<file path="config.mk">
export PLATFORM = sky130hd
export DESIGN_NAME = fir_decimator
export DESIGN_NICKNAME = d
export VERILOG_FILES = /design/src/rtl/fir_decimator.sv
export SDC_FILE = /design/constraint.sdc
export NUM_CORES = 1
export LEC_CHECK = 0
export CAP_MARGIN = 20
export CORE_AREA = 2 2 78 80
export CTS_BUF_LIST = sky130_fd_sc_hd__clkbuf_8 sky130_fd_sc_hd__clkbuf_16
export CTS_CLUSTER_SIZE = 12
export DETAILED_ROUTE_END_ITERATION = 10
export DIE_AREA = 0 0 80 82
export PLACE_DENSITY = 0.71
export SLEW_MARGIN = 0
export SYNTH_ARGS = -nofsm -noshare
export SYNTH_HDL_FRONTEND = slang
export SYNTH_SLANG_ARGS = --single-unit
</file>
<file path="constraint.sdc">
create_clock -name clk -period 2.5 [get_ports clk]
set_clock_uncertainty 0.15 [all_clocks]
set_input_delay 0.625 -clock clk [delete_from_list [all_inputs] [get_ports clk]]
set_output_delay 0.625 -clock clk [all_outputs]
set_load 0.005 [all_outputs]
</file>
<file path="src/rtl/fir_decimator.sv">
// ---------------------------------------------------------------------------
// fir_decimator -- keep-one-in-N sample decimator with frame alignment.
//
// Keeps the input beat at phase 0 of each N-beat group, plus every tlast beat,
// and restarts the phase after tlast so each frame begins with a kept sample.
// Kept beats go through a 2-entry FIFO whose head drives the output stream.
//
// Ports
//   clk                input   rising-edge clock
//   reset              input   synchronous, active-high reset
//   s_axis_dec_tdata   input   DATA_WIDTH  input sample
//   s_axis_dec_tvalid  input   input beat valid
//   s_axis_dec_tlast   input   last sample of input frame
//   s_axis_dec_tready  output  block can accept a beat
//   m_axis_dec_tdata   output  DATA_WIDTH  decimated sample (FIFO head)
//   m_axis_dec_tvalid  output  FIFO not empty
//   m_axis_dec_tlast   output  last decimated sample of frame
//   m_axis_dec_tready  input   downstream can accept a beat
//   frame_count        output  16  frames completed at the output, wrapping
// ---------------------------------------------------------------------------
module fir_decimator #(
  parameter int DATA_WIDTH   = 16,
  parameter int DECIM_FACTOR = 4
) (
  input  logic                  clk,
  input  logic                  reset,
  input  logic [DATA_WIDTH-1:0] s_axis_dec_tdata,
  input  logic                  s_axis_dec_tvalid,
  input  logic                  s_axis_dec_tlast,
  output logic                  s_axis_dec_tready,
  output logic [DATA_WIDTH-1:0] m_axis_dec_tdata,
  output logic                  m_axis_dec_tvalid,
  output logic                  m_axis_dec_tlast,
  input  logic                  m_axis_dec_tready,
  output logic [15:0]           frame_count
);

  localparam int PHASE_W = (DECIM_FACTOR > 1) ? $clog2(DECIM_FACTOR) : 1;
  localparam logic [PHASE_W-1:0] PHASE_MAX = PHASE_W'(DECIM_FACTOR - 1);

  typedef struct packed {
    logic                  last;
    logic [DATA_WIDTH-1:0] data;
  } beat_t;

  // FIFO: head_q is the entry on the output, tail_q the one behind it.
  beat_t               head_q, head_d;
  beat_t               tail_q, tail_d;
  logic [1:0]          count_q, count_d;
  logic [PHASE_W-1:0]  phase_q, phase_d;
  logic [15:0]         frame_q, frame_d;

  logic  s_fire, m_fire, keep, push;
  beat_t in_beat;

  // Ready depends only on registered occupancy and reset, never on the
  // downstream ready, so no combinational path crosses the block.
  assign s_axis_dec_tready = !reset && (count_q != 2'd2);
  assign m_axis_dec_tvalid = !reset && (count_q != 2'd0);
  assign m_axis_dec_tdata  = reset ? '0   : head_q.data;
  assign m_axis_dec_tlast  = reset ? 1'b0 : head_q.last;
  assign frame_count       = frame_q;

  assign s_fire  = s_axis_dec_tvalid && s_axis_dec_tready;
  assign m_fire  = m_axis_dec_tvalid && m_axis_dec_tready;
  assign keep    = (phase_q == '0) || s_axis_dec_tlast;
  assign push    = s_fire && keep;
  assign in_beat = '{last: s_axis_dec_tlast, data: s_axis_dec_tdata};

  always_comb begin
    // NOTE: every always_comb output gets a default first so no path
    // through the block leaves it unassigned (which would infer a latch).
    phase_d = phase_q;
    head_d  = head_q;
    tail_d  = tail_q;
    count_d = count_q;
    frame_d = frame_q;

    // tlast restarts the phase so the next frame opens with a kept beat.
    if (s_fire) begin
      if (s_axis_dec_tlast || (phase_q == PHASE_MAX)) phase_d = '0;
      else                                            phase_d = phase_q + 1'b1;
    end

    // Discarded beats do not touch the FIFO; a pop still proceeds.
    unique case ({push, m_fire})
      2'b10: begin
        if (count_q == 2'd0) head_d = in_beat;
        else                 tail_d = in_beat;
        count_d = count_q + 2'd1;
      end
      2'b01: begin
        head_d  = tail_q;
        count_d = count_q - 2'd1;
      end
      // Push is only possible below 2 entries and pop needs at least 1, so
      // this is the single-entry case: the new beat replaces the head.
      2'b11: head_d = in_beat;
      default: ;
    endcase

    if (m_fire && head_q.last) frame_d = frame_q + 16'd1;
  end

  always_ff @(posedge clk) begin
    if (reset) begin
      // NOTE: the FIFO storage is reset too (it is only two words), so the
      // output data reads zero after reset instead of stale contents.
      head_q  <= '0;
      tail_q  <= '0;
      count_q <= 2'd0;
      phase_q <= '0;
      frame_q <= 16'd0;
    end else begin
      // NOTE: sequential state uses non-blocking assignments so all
      // registers update together from the values sampled at the edge.
      head_q  <= head_d;
      tail_q  <= tail_d;
      count_q <= count_d;
      phase_q <= phase_d;
      frame_q <= frame_d;
    end
  end

endmodule

</file>
==> results_dict.tcl, run 1 <==
set metrics [dict create \
    via_per_inst 5.076 \
    power_frac_seq_pct 50.5 \
    diodes 0 \
    grt.total_usage_pct 16.83 \
    cts_buffers 5 \
    r2r-end "head_q[3]" \
    dr_wl_met2_mm 2.587 \
    ys_ff_latch 54 \
    netlist_instances 283 \
    slowest_stage "clkdlybuf4s50_1" \
    synthToLayoutAreaGrowth_pct 34.24 \
    dieHeight_um 82 \
    critPathCaptureType "primary output" \
    drive_above_1_share_pct 9.222 \
    wl_per_cell_um 12.77 \
    ctsHtreeMaxLevel 2 \
    ant_nets 0 \
    clk_pin_slew_ps 100 \
    syn_avg_cell_area_um2 8.741 \
    fin_crit_sh_pct 95.81 \
    drv_slew 0 \
    hold_viol_final 0 \
    setup_tns_ps 0 \
    final_cell_mix "dfxtp_1, clkdlybuf4s50_1, nand2_1, nor2_1, a21oi_1" \
    syn_area_mm2 0.002474 \
    setup_viol 0 \
    grt_pass1_vias 1928 \
    start_util_pct 43.05 \
    internal-power_mw 1.394 \
    clockRootBuffer "clkbuf_8" \
    grt_pass1_wl_mm 8.756 \
    die_x_um 80 \
    reg2regPathDepth 9 \
    dp_hpwl_mm 3.758 \
    worstSetupStartpointType "primary input" \
    dr.pass1.iters 4 \
    hold_depth 2 \
    core_area_mm2 0.005746 \
    cts_max_path_buffers 2 \
    critPathMaxStageDelay_ps 520 \
    yosysSeqAreaShare_pct 43.70 \
    cts_hold_buf 0 \
    drt_iter0_drc 67 \
    place_ws_ps -148.9 \
    relSlewSlack_pct 80.31 \
    max_freq_ghz 0.4175 \
    met3_length_um 222 \
    critPathBufInv 3 \
    grt_max_degree 25 \
    ff2ff_setup_slack_ps 350 \
    hold_path.startpoint "tail_q[10]" \
    netSwitchingPower_mw 0.4827 \
    antenna_found_initial 0 \
    ys_warn_count 0 \
    rsz0062_at_grt "no" \
    dr_total_vias 2142 \
    p_comb_share_pct 18.1 \
    post_cts_buffers 0 \
    ioPinCount 56 \
    ctsResizeCount 0 \
    worstMarginPinSlew_ps 291.7 \
    fin_nets 373 \
    ys_types 36 \
    drc 0 \
    whs_endpoint "tail_q[10]" \
    place.gp.congestion 0.7399 \
    grt.overflow.total 0 \
    cts.sinks 54 \
    outcome "finished, final reports clean" \
    min_path_type "reg2reg" \
    maxCapViolCount 0 \
    cp_top_family "buffers and inverters" \
    cp.arrival_ps 1620 \
    fin_crit_ps 2395 \
    routed_wirelength_mm 5.388 \
    clkPwrFrac_pct 31.5 \
    finalWorstSetupSlack_ps 104.9 \
    crit_fanout 9 \
    peakVddDrop_uv 368.0 \
    leakage_nw 1.155 \
    finalPower_mw 1.877 \
    r2r_start "count_q[0]" \
    synthesis.nets 310 \
    cp.required_ps 1730 \
    m1WireLength_mm 2.527 \
    cts_tree "done" \
    path_cells "buf_2 > buf_4 > nor2b_1 > clkdlybuf4s50_1" \
    route.top_layer_used "met4" \
    clk_latency_ps 310 \
    p_per_area_mw_per_mm2 565.2 \
    sw_frac_of_total_pct 25.72 \
    path_class "in2out" \
    rows 28 \
    die_area_mm2 0.006560 \
    portBuffers 55 \
]
==> how the worst max path moves through the flow <==
stage | slack (ps) | start | depth (start not counted) | end
final | 100 | reset | 4 | m_axis_dec_tdata[7]
after global routing | 20 | s_axis_dec_tvalid | 9 | tail_q[3]
after CTS | 110 | reset | 4 | m_axis_dec_tdata[7]
after detailed placement | -150 | s_axis_dec_tvalid | 7 | head_q[7]
after global placement | -80 | s_axis_dec_tvalid | 9 | tail_q[6]
after floorplan | 90 | reset | 10 | head_q[10]
==> cell usage after synthesis <==
| cell | count | area [um2] |
|---|---|---|
| a211oi_1 | 17 | 127.6 |
| nor2_4 | 1 | 11.26 |
| o21a_1 | 2 | 15.01 |
| buf_1 | 1 | 3.750 |
| o21ai_0 | 5 | 25.02 |
| nand3_1 | 3 | 15.01 |
| and2_1 | 3 | 18.77 |
| dfxtp_1 | 54 | 1081 |
| or4b_1 | 1 | 10.01 |
| nand3_2 | 1 | 10.01 |
| and3_1 | 2 | 12.51 |
| ha_1 | 6 | 75.07 |
| or4_1 | 1 | 7.510 |
| buf_6 | 1 | 11.26 |
| clkbuf_1 | 9 | 33.78 |
| nor2_1 | 27 | 101.4 |
| o41ai_1 | 4 | 35.03 |
| nand3_4 | 1 | 17.52 |
| inv_1 | 7 | 26.28 |
| and4_1 | 3 | 26.28 |
| or3_1 | 5 | 31.28 |
| nand4_1 | 8 | 50.05 |
| o21ai_1 | 1 | 5.000 |
| nand2_1 | 38 | 142.6 |
| buf_4 | 1 | 7.510 |
| o21ba_1 | 1 | 10.01 |
| nor2b_1 | 17 | 106.4 |
| xor2_1 | 8 | 70.07 |
| o211ai_1 | 1 | 7.510 |
| buf_2 | 6 | 30.03 |
| mux2i_1 | 18 | 180.2 |
| o311ai_0 | 3 | 26.28 |
| xnor2_1 | 1 | 8.760 |
| o31ai_1 | 1 | 7.510 |
| or2_2 | 1 | 6.260 |
| a21oi_1 | 24 | 120.1 |
==> power groups by stage <==
stage | clock network, mW | registers [mW] | logic, mW
floorplan | 0 | 0.952 | 0.199
finish | 0.590 | 0.948 | 0.339
global placement | 0 | 0.967 | 0.331
global route | 0.640 | 0.957 | 0.370
CTS | 0.607 | 0.948 | 0.341
detailed placement | 0 | 0.968 | 0.338
==> layout make-up <==
class | instances | area, um2
clock inverters | 3 | 45.04
repair buffers | 74 | 725.7
multi-input cells | 204 | 1280
fillers | 525 | 2425
inverters | 7 | 26.28
flip-flops and latches | 54 | 1081
well taps | 75 | 93.84
clock buffers | 5 | 68.82
==> worst register-to-register path, cell delays in order (launching register included) <==
cell and delay [ps]:
dfxtp_1 490, o21ba_1 220, and2_1 180, inv_1 70
ha_1 210, o21a_1 140, nor2_4 130, buf_4 180
nor2_1 60, a211oi_1 220
==> metal layers <==
metal | vias to the layer above | global-route usage [%]
met2 | 44 | 30.08
met4 | 0 | 3.559
met1 | 984 | 20.86
met3 | 4 | 3.626
met5 | - | 0
li1 | 1110 | -
==> kinds of logic (layout without fill, tap and decap cells) <==
| kind of cell | count (synthesis) | in the layout | synth area share (%) |
|---|---|---|---|
| simple gates | 112 | 112 | 22.91 |
| compound gates | 59 | 59 | 15.33 |
| flops | 54 | 54 | 43.70 |
| buf+inv | 25 | 89 | 4.552 |
| mux | 18 | 18 | 7.284 |
| xor+xnor | 9 | 9 | 3.187 |
| fa+ha+maj | 6 | 6 | 3.035 |
==> state kept, by name, summed over array words and instances (netlist names) <==
| signal | cells |
|---|---|
| frame_count | 16 |
| tail_q | 17 |
| head_q | 17 |
| count_q | 2 |
| phase_q | 2 |
==> stage by stage <==
| step | util (%) | area [um2] | cells | hold slack (ps) |
|---|---|---|---|---|
| floorplan | - | 2474 | 283 | 286.0 |
| detailed placement | 55.81 | 3207 | 414 | 299.3 |
| finish | 57.80 | 3321 | 422 | 312.9 |
| CTS | 57.80 | 3321 | 422 | 314.1 |
| global route | 57.80 | 3321 | 422 | 328.6 |
| global placement | 55.81 | 3207 | 414 | 291.2 |
(Power assumes the default switching activity.)
==> run 2, diff against run 1 <==
CTS_BUF_LIST = not set   (was sky130_fd_sc_hd__clkbuf_8 sky130_fd_sc_hd__clkbuf_16)
==> results of run 2 <==
No change in the layout: final DEF, timing and power equal those of run 1.
==> run 3, diff against run 2 <==
TNS_END_PERCENT = 20   (was not set)
==> results of run 3 <==
No change in the layout: final DEF, timing and power equal those of run 1.
